==> config.mk <==
export PLATFORM = sky130hd
export DESIGN_NAME = branch_predict_unit
export DESIGN_NICKNAME = d
export VERILOG_FILES = /design/src/rtl/branch_predict_unit.sv
export SDC_FILE = /design/constraint.sdc
export NUM_CORES = 1
export LEC_CHECK = 0
export ABC_AREA = 1
export ABC_CLOCK_PERIOD_IN_PS = 4300
export CAP_MARGIN = 20
export CORE_UTILIZATION = 53
export CTS_CLUSTER_DIAMETER = 60
export DETAILED_ROUTE_END_ITERATION = 6
export PLACE_DENSITY = 0.82
export SYNTH_ARGS = -nofsm -noshare
export SYNTH_HDL_FRONTEND = slang
export SYNTH_SLANG_ARGS = --single-unit
==> constraint.sdc <==
create_clock -name clk -period 4.3 [get_ports clk]
set_input_delay 0.86 -clock clk [delete_from_list [all_inputs] [get_ports clk]]
set_output_delay 0.86 -clock clk [all_outputs]
set_load 0.05 [all_outputs]
==> src/rtl/branch_predict_unit.sv <==
// Execute-stage branch resolution with a direct-mapped BTB of 2-bit saturating counters for fetch prediction.
// Optional performance counters are enabled by defining BPU_PERF_EN.
module branch_predict_unit #(
  parameter int         PC_W     = 9,
  parameter int         IDX_W    = 4,
  parameter logic [1:0] CTR_INIT = 2'b01
) (
  input  logic            clk,
  input  logic            reset,
  input  logic [PC_W-1:0] F_PC,
  output logic            Pred_Taken,
  output logic [31:0]     Pred_Target,
  input  logic [PC_W-1:0] Cur_PC,
  input  logic [31:0]     Imm,
  input  logic            Branch,
  input  logic            Jump,
  input  logic            Jalr,
  input  logic [31:0]     AluResult,
  input  logic            Pred_Taken_Ex,
  input  logic [31:0]     Pred_Target_Ex,
  input  logic            flag_halt,
  output logic [31:0]     PC_Imm,
  output logic [31:0]     PC_Four,
  output logic [31:0]     BrPC,
  output logic            PcSel,
  output logic            Flush,
  output logic [31:0]     Br_Count,
  output logic [31:0]     Mispred_Count
);

  localparam int DEPTH = 2 ** IDX_W;
  localparam int TAG_W = PC_W - IDX_W - 2;

  logic                 btb_valid  [DEPTH];
  logic [TAG_W-1:0]     btb_tag    [DEPTH];
  logic [1:0]           btb_ctr    [DEPTH];
  logic [PC_W-1:0]      btb_target [DEPTH];

  logic [IDX_W-1:0] f_idx;
  logic [TAG_W-1:0] f_tag;
  logic             f_hit;
  logic             unused_fpc_bits;

  assign f_idx           = F_PC[IDX_W+1:2];
  assign f_tag           = F_PC[PC_W-1:IDX_W+2];
  assign f_hit           = btb_valid[f_idx] && (btb_tag[f_idx] == f_tag);
  assign Pred_Taken      = f_hit && btb_ctr[f_idx][1];
  assign Pred_Target     = Pred_Taken ? {{(32-PC_W){1'b0}}, btb_target[f_idx]} : 32'd0;
  assign unused_fpc_bits = ^F_PC[1:0];

  logic [31:0] cur_pc32;
  logic        ctl;
  logic        taken;
  logic [31:0] target;
  logic        mispredict;
  logic        update_en;

  assign cur_pc32  = {{(32-PC_W){1'b0}}, Cur_PC};
  assign PC_Imm    = cur_pc32 + Imm;
  assign PC_Four   = flag_halt ? 32'd0 : cur_pc32 + 32'd4;
  assign ctl       = Branch | Jump | Jalr;
  assign taken     = (Branch & AluResult[0]) | Jump | Jalr;
  assign target    = Jalr ? {AluResult[31:1], 1'b0} : PC_Imm;
  assign update_en = ctl & ~flag_halt;

  // A predicted-taken slot that turns out not to be a control instruction (stale alias)
  // falls out of the same comparison, since taken is 0 whenever ctl is 0.
  assign mispredict = ~flag_halt &
                      ((taken != Pred_Taken_Ex) | (taken & (Pred_Target_Ex != target)));

  assign PcSel = mispredict;
  assign Flush = mispredict;
  assign BrPC  = mispredict ? (taken ? target : PC_Four) : 32'd0;

  logic [IDX_W-1:0] u_idx;
  logic [TAG_W-1:0] u_tag;
  logic             u_hit;
  logic [1:0]       u_ctr;
  logic [1:0]       next_ctr;

  assign u_idx = Cur_PC[IDX_W+1:2];
  assign u_tag = Cur_PC[PC_W-1:IDX_W+2];
  assign u_hit = btb_valid[u_idx] && (btb_tag[u_idx] == u_tag);
  assign u_ctr = btb_ctr[u_idx];

  always_comb begin
    next_ctr = u_ctr;
    if (Jalr || Jump) begin
      next_ctr = 2'b11;
    end else if (!u_hit) begin
      next_ctr = taken ? 2'b10 : 2'b01;
    end else if (taken) begin
      next_ctr = (u_ctr == 2'b11) ? 2'b11 : u_ctr + 2'd1;
    end else begin
      next_ctr = (u_ctr == 2'b00) ? 2'b00 : u_ctr - 2'd1;
    end
  end

  // Reset wins over a same-cycle update; lookups see updates only from the next cycle.
  always_ff @(posedge clk) begin
    if (reset) begin
      for (int i = 0; i < DEPTH; i++) begin
        btb_valid[i]  <= 1'b0;
        btb_tag[i]    <= '0;
        btb_ctr[i]    <= CTR_INIT;
        btb_target[i] <= '0;
      end
    end else if (update_en) begin
      btb_valid[u_idx] <= 1'b1;
      btb_tag[u_idx]   <= u_tag;
      btb_ctr[u_idx]   <= next_ctr;
      if (!u_hit || taken) begin
        btb_target[u_idx] <= target[PC_W-1:0];
      end
    end
  end

`ifdef BPU_PERF_EN
  logic [31:0] br_count_q;
  logic [31:0] mispred_count_q;

  always_ff @(posedge clk) begin
    if (reset) begin
      br_count_q      <= 32'd0;
      mispred_count_q <= 32'd0;
    end else begin
      if (update_en && (br_count_q != 32'hFFFF_FFFF)) begin
        br_count_q <= br_count_q + 32'd1;
      end
      if (mispredict && (mispred_count_q != 32'hFFFF_FFFF)) begin
        mispred_count_q <= mispred_count_q + 32'd1;
      end
    end
  end

  assign Br_Count      = br_count_q;
  assign Mispred_Count = mispred_count_q;
`else
  assign Br_Count      = 32'd0;
  assign Mispred_Count = 32'd0;
`endif

endmodule

Word-level counts from Yosys, hierarchy flattened
Memories as Yosys holds them, arrays and structs flattened.
Index checks and enable logic that the tools add are counted.
Word-level totals
  output and inout bits: 195
  memories: 4
  bits in writable memories: 240
  logic and storage cells: 66
  register bits: 0
  input bits: 121
Operators by class
  bitwise logic cells: 10
  eq/ne operators: 5
  reduce and logical (&&, ||, !) cells: 11
  add/sub/neg operators: 4
  mux-type cells: 32
Memories
  btb_target: depth 16, bits a word 9, rd ports 1, clocked after Yosys merged registers in 0, write ports 16, line 37  | logic [PC_W-1:0] btb_target [DEPTH];
  btb_tag: depth 16, bits a word 3, rd ports 2, clocked after Yosys merged registers in 0, write ports 16, line 35  | logic [TAG_W-1:0] btb_tag [DEPTH];
  btb_ctr: depth 16, bits a word 2, rd ports 2, clocked after Yosys merged registers in 0, write ports 16, line 36  | logic [1:0] btb_ctr [DEPTH];
  btb_valid: depth 16, bits a word 1, rd ports 2, clocked after Yosys merged registers in 0, write ports 16, line 34  | logic btb_valid [DEPTH];
Operators by type and width (count)
  32-bit 2-to-1 mux: 3
  9-bit by 32-bit adder with 32-bit output: 1
  32-bit inequality test: 1
  9-bit 2-to-1 mux: 2
  4-bit 2-to-1 mux: 4
  1-bit 2-to-1 mux: 14
  2-bit 2-to-1 mux: 7
  9-bit by 3-bit adder with 10-bit output (second input constant): 1
  10-bit 2-to-1 mux: 1
  9-bit OR reduction: 1
  3-bit == test: 2
  1-bit bitwise OR: 5
  1-bit AND: 4
  1-bit logical AND: 3
  3-bit 2-to-1 mux: 1
  3-bit OR reduction: 1
  2-bit by 1-bit adder with 2-bit output (second input constant): 1
  2-bit == test (second input constant): 1
  2-bit logical NOT: 1
  1-bit logical OR: 2
  2-bit OR reduction: 1
  2-bit by 1-bit subtractor with 2-bit output (second input constant): 1
  1-bit logical NOT: 1
  1-bit inequality test: 1
  other kinds (2): 2

Depth between registers and ports, before layout
Gate-level depths: netlist of the first run.
An unclocked memory read counts as a cell.
  depth after elaboration: 11
  mapped depth: 23
  mapped depth without buffers: 21

Worst setup path before layout of the first run
No wires, ideal clock.
  path kind: input-to-output
  start: input Cur_PC[8]
  end: output BrPC[0]
  arrival time: 3.865 ns
  cell stages on the path: 15
  data required time: 3.440 ns
  path buffers: 0
  slack: -0.425 ns
  path through: ha_1 nand2_2 nor2_4 nand3_1 nand2_1 nand2_1 xnor2_1 nand2_1 nand3_1 nand2_1 nand3_1 nor2_1 nand2_1 nand2_4 nor2_1
On the way
  word-level cells in the longest chain between the ends: 7
RTL lines
  from (decl): line 13  | input logic [PC_W-1:0] Cur_PC,
  9-bit by 32-bit adder with 32-bit output: line 59  | assign PC_Imm = cur_pc32 + Imm;
  net PC_Imm[19]: line 22  | output logic [31:0] PC_Imm,
  32-bit 2-to-1 mux: line 63  | assign target = Jalr ? {AluResult[31:1], 1'b0} : PC_Imm;
  32-bit inequality test: line 69  | ((taken != Pred_Taken_Ex) | (taken & (Pred_Target_Ex != target)));
  1-bit AND: line 69
  1-bit bitwise OR: line 69
  1-bit AND: line 68  | assign mispredict = ~flag_halt &
  32-bit 2-to-1 mux: line 73  | assign BrPC = mispredict ? (taken ? target : PC_Four) : 32'd0;
  to (decl): line 24  | output logic [31:0] BrPC,
The timed path passes the listed nets, and every way through them passes these cells.

Worst setup path after layout of the first run
  start: input Imm[24]
  end: output BrPC[0]
On the way
  word-level cells in the longest chain between the ends: 7
RTL lines
  from (decl): line 14  | input logic [31:0] Imm,
  9-bit by 32-bit adder with 32-bit output: line 59
  32-bit 2-to-1 mux: line 63
  32-bit inequality test: line 69
  1-bit AND: line 69
  1-bit bitwise OR: line 69
  1-bit AND: line 68
  32-bit 2-to-1 mux: line 73
No other way between the ends.

==> results of run 1 <==
==> routing by layer <==
layer / wire [µm] / global-route usage [%] / vias to the layer above
li1: - / - / 7437
met1: 19160 / 41.78 / 7482
met2: 27820 / 64.80 / 1134
met3: 5477 / 4.373 / 222
met4: 3883 / 20.54 / 0
met5: 0 / 0 / -
==> state kept, by name (all words and copies together), names as in the netlist <==
register and flops:
btb_ctr 32, btb_target 144, btb_valid 16, btb_tag 48
==> critical path, cell delays in order <==
cell and delay [ns]:
clkdlybuf4s50_1 0.60, nand4_1 0.30, nor3_2 0.31, nand3_1 0.13, nand3_2 0.13, nand3_1 0.09, nand2_1 0.08, nand2_1 0.05
nor2_1 0.11, nand2_1 0.07, nor2_2 0.09, nand2_2 0.07, nand2_4 0.11, buf_12 0.13, buf_12 0.15, nor2_4 0.05
buf_6 0.16
==> placed cells by master (no fill, tap or decap), types with 10 or more instances in the layout <==
cell type | synthesis | routed
o21ai_0 | 182 | 181
nand3b_1 | 10 | 10
nor2_4 | 3 | 42
o22ai_1 | 39 | 39
clkinv_1 | 9 | 10
a21oi_1 | 59 | 54
nand2_1 | 421 | 365
inv_1 | 181 | 175
nand4_1 | 10 | 10
inv_2 | 8 | 13
buf_12 | 0 | 54
edfxtp_1 | 224 | 224
nand2_4 | 2 | 14
nand3_1 | 165 | 135
or2_2 | 17 | 17
clkdlybuf4s50_1 | 0 | 84
nand3_2 | 7 | 31
nor2_2 | 35 | 17
buf_4 | 116 | 235
buf_6 | 1 | 45
conb_1 | 1 | 109
dfxtp_1 | 16 | 16
nor2_1 | 395 | 374
clkbuf_16 | 0 | 23
nand2_2 | 27 | 69
==> cell families (layout without fill, tap and decap cells) <==
family / count (synthesis) / count (layout) / synth area share (%)
buffers and inverters: 400 / 695 / 12.67
XOR/XNOR: 5 / 5 / 0.2768
adder cells (fa/ha/maj): 14 / 14 / 1.155
other: 1 / 111 / 0.02370
multiplexers: 9 / 9 / 0.5694
AO/OA/AOI/OAI: 310 / 310 / 10.61
AND/OR/NAND/NOR: 1110 / 1110 / 30.15
flip-flops: 240 / 240 / 44.54
==> report_power, final <==
group | total [mW] | switching [mW] | internal (mW)
Combinational | 2.04 | 1.32 | 0.715
Clock | 1.88 | 0.867 | 1.01
Sequential | 2.71 | 0.0404 | 2.67
==> worst paths after layout <==
kind / to / slack (ns) / depth (start not counted)
worst max register to register: btb_target[9][3] / 1.43 / 15
worst max-delay path: BrPC[0] / -0.05 / 17
worst min register to register: btb_valid[7] / 0.48 / 2
worst min-delay path: btb_valid[7] / 0.48 / 2
==> area by class of cell <==
type	instances	area, µm²	share of cell area [%]
Antenna cell	2	5.005	0.02315
Clock buffer	29	608.1	2.813
Clock inverter	12	76.32	0.3531
Inverter	198	747.0	3.455
Multi-Input combinational cell	1557	8060	37.28
Sequential cell	240	7047	32.60
Tap cell	384	480.5	2.222
Timing Repair Buffer	456	4594	21.25
==> metrics by stage <==
stage          util, %  power, mW  hold slack [ns]
3_5_place_dp     68.31      4.601           0.4660
3_3_place_gp     68.31      4.566           0.4550
4_1_cts          73.81      6.545           0.4768
6_report         74.51      6.630           0.4823
2_1_floorplan        -      3.905           0.4448
5_1_grt          74.50      6.813           0.4983
==> what timing repair did <==
action,4_1_cts,5_1_grt
gates resized for setup,245,71
pin swaps,68,50
cloned,2,0
endpoints found under the hold margin,0,0
endpoints found under the setup margin,37,40
hold buffers,0,0
buffers inserted,22,2
==> reports/metrics.cfg, run 1 <==
[outcome]
status = finished with violations
violations = setup timing

[logic_synthesis]
netlist.area_leader.share_pct = 42.51
synthFlopType = edfxtp_1
syn_inst = 2089
synth_most_common_cell = nand2_1
yosysSeqAreaShare_pct = 44.54
ys_async_sr_fraction_pct = 0
ys_seq_elements = 240
synth_common_cells = 421 x nand2_1, 395 x nor2_1, 224 x edfxtp_1, 182 x o21ai_0, 181 x inv_1
avgSynthCellArea_um2 = 7.574
synth_top_area_cell = edfxtp_1
synth_warnings = 0
synth.cell_area_um2 = 15820
ys_types = 44
synth_edf_count = 224
yosys-top-cells-area = edfxtp_1 43%, nand2_1 10%, nor2_1 9.4%

[worst_hold_path]
hold_class = reg -> reg
min-delay-start = btb_valid[7]

[worst_setup_path]
worstSetupStartpointType = input pin
cp.required_ns = 3.44
crit_start = Imm[24]
crit_type = in -> out
arrival_ns = 3.49
cp_max_fo = 8
crit_path_end_kind = output pin
r2r_start = btb_tag[1][1]

[timing]
timing.final.ws_setup_ns = -0.05434
min_period_over_period_pct = 101.3
finalHoldViolCount = 0
relSlewSlack_pct = 50.37
finalSetupViolCount = 27
skew_ns = 0.02186
tns_ns = -0.6662
fmaxAchievable_mhz = 229.7
min_period_ns = 4.354
drv_slew = 0
tightest_slew_ns = 0.7445
rsz0062_at_grt = yes

[global_routing]
grt_max_degree = 73
grtUsageTotal_pct = 36.20
grt_first_pass_wirelength_um = 85330
overflow = 0
first_global_vias = 15738
antenna_found_initial = 2

[drt]
finalWirelength_um = 56340
drt_iter0_markers = 1970
avgRoutedWirePerCell_um = 19.58
vias_per_cell = 5.655
final_antenna_net_count = 0
drtPass1Iterations = 7
vias = 16275
route.detailed.drc = 0

[floorplan]
coreArea_um2 = 29010
start_util_pct = 54.53
die_x_um = 174.8
ios = 316
die_h_um = 174.8
die_area_um2 = 30550
placementRows = 62

[cells_and_area]
area_growth_pct = 36.64
fin_nets = 2611
layout-drive-gt1-share_pct = 25.28
n_fill_cell = 2071
finalInstanceArea_um2 = 21620
fin_cells = 2878

[clock_tree]
worst_skew_pair.late_latency_ns = 0.53
htree_levels = 1
cts_sinks = 240
cts_tree = done
cts_buffer_depth = 3
path_clk_slew_ns = 0.06
root_buffer = clkbuf_16
cts_buffers = 23

[placement]
numPlacedInstances = 2811
placed_area_um2 = 19820
gp_congestion = 0.9998
dpl.hpwl_um = 41380
io_buffers = 204
pre_cts_ws_ns = -0.7458

[power_and_ir_drop]
p_per_area_nw_per_um2 = 306.7
vdd.ir_drop.worst_uv = 320.1
p_leak_nw = 9.547

[flow_run]
cap_violations = 0

Power figures use the tool's default switching activity.
==> run 2: changes to the inputs <==
Settings changed: ABC_AREA 1 to 0, CORE_MARGIN set to 3.
==> reports/metrics.cfg, run 2 <==
[floorplan]
coreArea_um2 = 28160  ; was 29,010 µm²
ios = 316  ; unchanged
die_x_um = 176.2  ; was 174.8 µm
start_util_pct = 54.48  ; was 54.53%
die_area_um2 = 31030  ; was 30,550 µm²
die_h_um = 176.2  ; was 174.8 µm
placementRows = 61  ; was 62

[global_routing]
grt_max_degree = 49  ; was 73
grt_first_pass_wirelength_um = 83310  ; was 85,330 µm
first_global_vias = 13808  ; was 15,738
grtUsageTotal_pct = 35.50  ; was 36.20%
antenna_found_initial = 0  ; was 2
overflow = 0  ; unchanged

[outcome]
violations = DRC, setup timing  ; was setup timing
status = finished with violations  ; unchanged

[worst_setup_path]
r2r_start = btb_tag[15][2]  ; was btb_tag[1][1]
crit_type = in -> out  ; unchanged
r2r_cells = 10  ; was 15
worstSetupStartpointType = input pin  ; unchanged
crit_path_end_kind = output pin  ; unchanged
endpoint = BrPC[0]  ; unchanged
r2r_slack_ns = 1.18  ; was 1.43 ns
r2r-end = btb_ctr[7][0]  ; was btb_target[9][3]
arrival_ns = 4.57  ; was 3.49 ns
cp.required_ns = 3.44  ; about the same
crit_start = Cur_PC[0]  ; was Imm[24]
cp_max_fo = 7  ; was 8

[logic_synthesis]
synth_common_cells = 244 x nor2_1, 224 x edfxtp_1, 110 x buf_4, 102 x nand2_1, 90 x mux4_2  ; was 421 x nand2_1, 395 x nor2_1, 224 x edfxtp_1, 182 x o21ai_0, 181 x inv_1
avgSynthCellArea_um2 = 10.83  ; was 7.574 µm²
ys_async_sr_fraction_pct = 0  ; unchanged
synth_edf_count = 224  ; unchanged
synth_warnings = 0  ; unchanged
ys_seq_elements = 240  ; unchanged
synth_top_area_cell = edfxtp_1  ; unchanged
synth.cell_area_um2 = 15340  ; was 15,820 µm²
yosysSeqAreaShare_pct = 45.92  ; was 44.54%
syn_inst = 1417  ; was 2,089
synth_most_common_cell = nor2_1  ; was nand2_1
ys_types = 71  ; was 44
netlist.area_leader.share_pct = 43.84  ; was 42.51%
synthFlopType = edfxtp_1  ; unchanged
yosys-top-cells-area = edfxtp_1 44%, mux4_2 13%, nor2_1 6.0%  ; was edfxtp_1 43%, nand2_1 10%, nor2_1 9.4%

[placement]
pre_cts_ws_ns = -1.572  ; was -0.7458 ns
dpl.hpwl_um = 41510  ; was 41,380 µm
gp_congestion = 1.050  ; was 0.9998
io_buffers = 204  ; unchanged

[power_and_ir_drop]
comb_power_share_pct = 31.5  ; was 30.8%
p_sw_mw = 2.112  ; was 2.232 mW
pwr-share-clk_pct = 28.3  ; about the same
p_leak_nw = 8.648  ; was 9.547 nW
pwr-share-seq_pct = 40.3  ; was 40.9%
p_per_area_nw_per_um2 = 306.9  ; was 306.7 nW/µm²
vdd.ir_drop.worst_uv = 341.5  ; was 320.1 µV
internal_power_mw = 4.507  ; was 4.398 mW
p_sw_share_pct = 31.90  ; was 33.67%

[timing]
finalSetupViolCount = 34  ; was 27
timing.final.ws_setup_ns = -1.134  ; was -0.05434 ns
finalHoldViolCount = 0  ; unchanged
holdWs_ns = 0.4903  ; was 0.4823 ns
relSlewSlack_pct = 49.14  ; was 50.37%
tns_ns = -37.18  ; was -0.6662 ns
drv_slew = 0  ; unchanged
tightest_slew_ns = 0.7614  ; was 0.7445 ns
skew_ns = 0.01824  ; was 0.02186 ns
min_period_over_period_pct = 126.4  ; was 101.3%
rsz0062_at_grt = yes  ; unchanged
min_period_ns = 5.434  ; was 4.354 ns
fmaxAchievable_mhz = 184.0  ; was 229.7 MHz

[cells_and_area]
area_growth_pct = 40.53  ; was 36.64%
layout-drive-gt1-share_pct = 33.48  ; was 25.28%
largestRegisters = btb_target (144), btb_tag (48), btb_ctr (32)  ; unchanged
fin_nets = 1990  ; was 2,611
regMostFlops = btb_target  ; unchanged
final_cell_mix = 285 x buf_4, 240 x nor2_1, 224 x edfxtp_1  ; was 374 x nor2_1, 365 x nand2_1, 235 x buf_4
utilization_pct = 76.57  ; was 74.51%
n_fill_cell = 1691  ; was 2,071
diodes = 0  ; was 2
final_common_cell = buf_4  ; was nor2_1
largest_register_ffs = 144  ; unchanged

[flow_run]
cap_violations = 0  ; unchanged

[clock_tree]
worst_skew_pair.late_latency_ns = 0.51  ; was 0.53 ns
htree_levels = 1  ; unchanged
cts_sinks = 240  ; unchanged
cts_tree = done  ; unchanged
cts_buffers = 22  ; was 23
path_clk_slew_ns = 0.06  ; about the same
root_buffer = clkbuf_16  ; unchanged
cts_buffer_depth = 3  ; unchanged

[worst_hold_path]
hold_class = reg -> reg  ; unchanged

[drt]
route.detailed.drc = 1  ; was 0
avgRoutedWirePerCell_um = 25.12  ; was 19.58 µm
drtPass1Iterations = 7  ; unchanged
vias = 13840  ; was 16,275
drt_iter0_markers = 1876  ; was 1,970
final_antenna_net_count = 0  ; unchanged
vias_per_cell = 6.157  ; was 5.655
finalWirelength_um = 56470  ; was 56,340 µm

==> run 2: changes by cell type after synthesis, moves of 90 or more <==
cell / delta
nor2_1: -151
nand3_1: -136
o21ai_0: -154
nand2_1: -319
mux4_2: +90
inv_1: -146
==> run 2: how the worst min path moves through the flow <==
stage	slack, ns	end	cells after the start	from
global placement	0.47	btb_valid[4]	2	btb_valid[4]
CTS	0.49	btb_valid[12]	2	btb_valid[12]
floorplan	0.46	btb_valid[13]	2	btb_valid[13]
global route	0.51	btb_valid[12]	2	btb_valid[12]
detailed placement	0.48	btb_valid[14]	2	btb_valid[14]
finish	0.49	btb_valid[12]	2	btb_valid[12]
==> run 2: logic make-up after synthesis <==
kind of cell / after synthesis / share of synthesized area [%]
AND/OR/NAND/NOR: 573 / 17.45
flip-flops: 240 / 45.92
buffers and inverters: 237 / 8.774
AO/OA/AOI/OAI: 157 / 6.800
multiplexers: 119 / 15.31
XOR/XNOR: 76 / 4.525
adder cells (fa/ha/maj): 14 / 1.191
other: 1 / 0.02444
==> run 2: what timing repair did <==
item                                    CTS  global route
resized for setup                       109            43
endpoints found under the setup margin   50            46
gates cloned                              3             0
pin swaps                                41            20
hold endpoints to repair                  0             0
hold buffers                              0             0
buffers inserted                         14             4
==> run 2: final cells by class <==
| cell class | instances | area [µm²] | area share, % |
|---|---|---|---|
| multi-input cells | 1048 | 8154 | 37.81 |
| flip-flops and latches | 240 | 7047 | 32.68 |
| repair buffers | 507 | 5081 | 23.56 |
| clock buffers | 29 | 598.1 | 2.773 |
| well taps | 378 | 473.0 | 2.193 |
| inverters | 36 | 137.6 | 0.6382 |
| clock inverters | 10 | 73.82 | 0.3423 |
==> run 2: metrics by stage <==
step	area [µm²]	instances	power [mW]
finish	21560	2248	6.619
global route	21560	2248	6.775
CTS	21400	2244	6.553
detailed placement	20170	2188	4.676
global placement	20170	2188	4.645
floorplan	16200	1525	3.875
==> run 2: per-layer routing <==
metal | part of all wire (%) | vias to the layer above | global-route usage (%)
met5 | 0 | - | 0
met4 | 5.8 | 0 | 16.50
met3 | 11 | 194 | 6.194
met2 | 49 | 1117 | 60.68
met1 | 34 | 6705 | 44.16
li1 | - | 5824 | -
==> run 2: power groups by stage <==
stage / logic, mW / clock network [mW] / registers (mW)
floorplan: 1.18 / 0 / 2.70
global placement: 1.94 / 0 / 2.70
detailed placement: 1.96 / 0 / 2.71
CTS: 2.03 / 1.86 / 2.67
global route: 2.15 / 1.95 / 2.67
finish: 2.08 / 1.87 / 2.67
==> run 2: worst max-delay path, stage by stage <==
cell and delay, ns:
buf_8 0.10, ha_4 0.15, fa_2 0.57, mux2i_4 0.09, xnor2_1 0.15, a2111o_1 0.30, or4_1 0.49, or4_4 0.42
or4_4 0.58, nor4_4 0.16, buf_6 0.16, buf_6 0.13, buf_16 0.16, nor3_4 0.05, buf_6 0.17
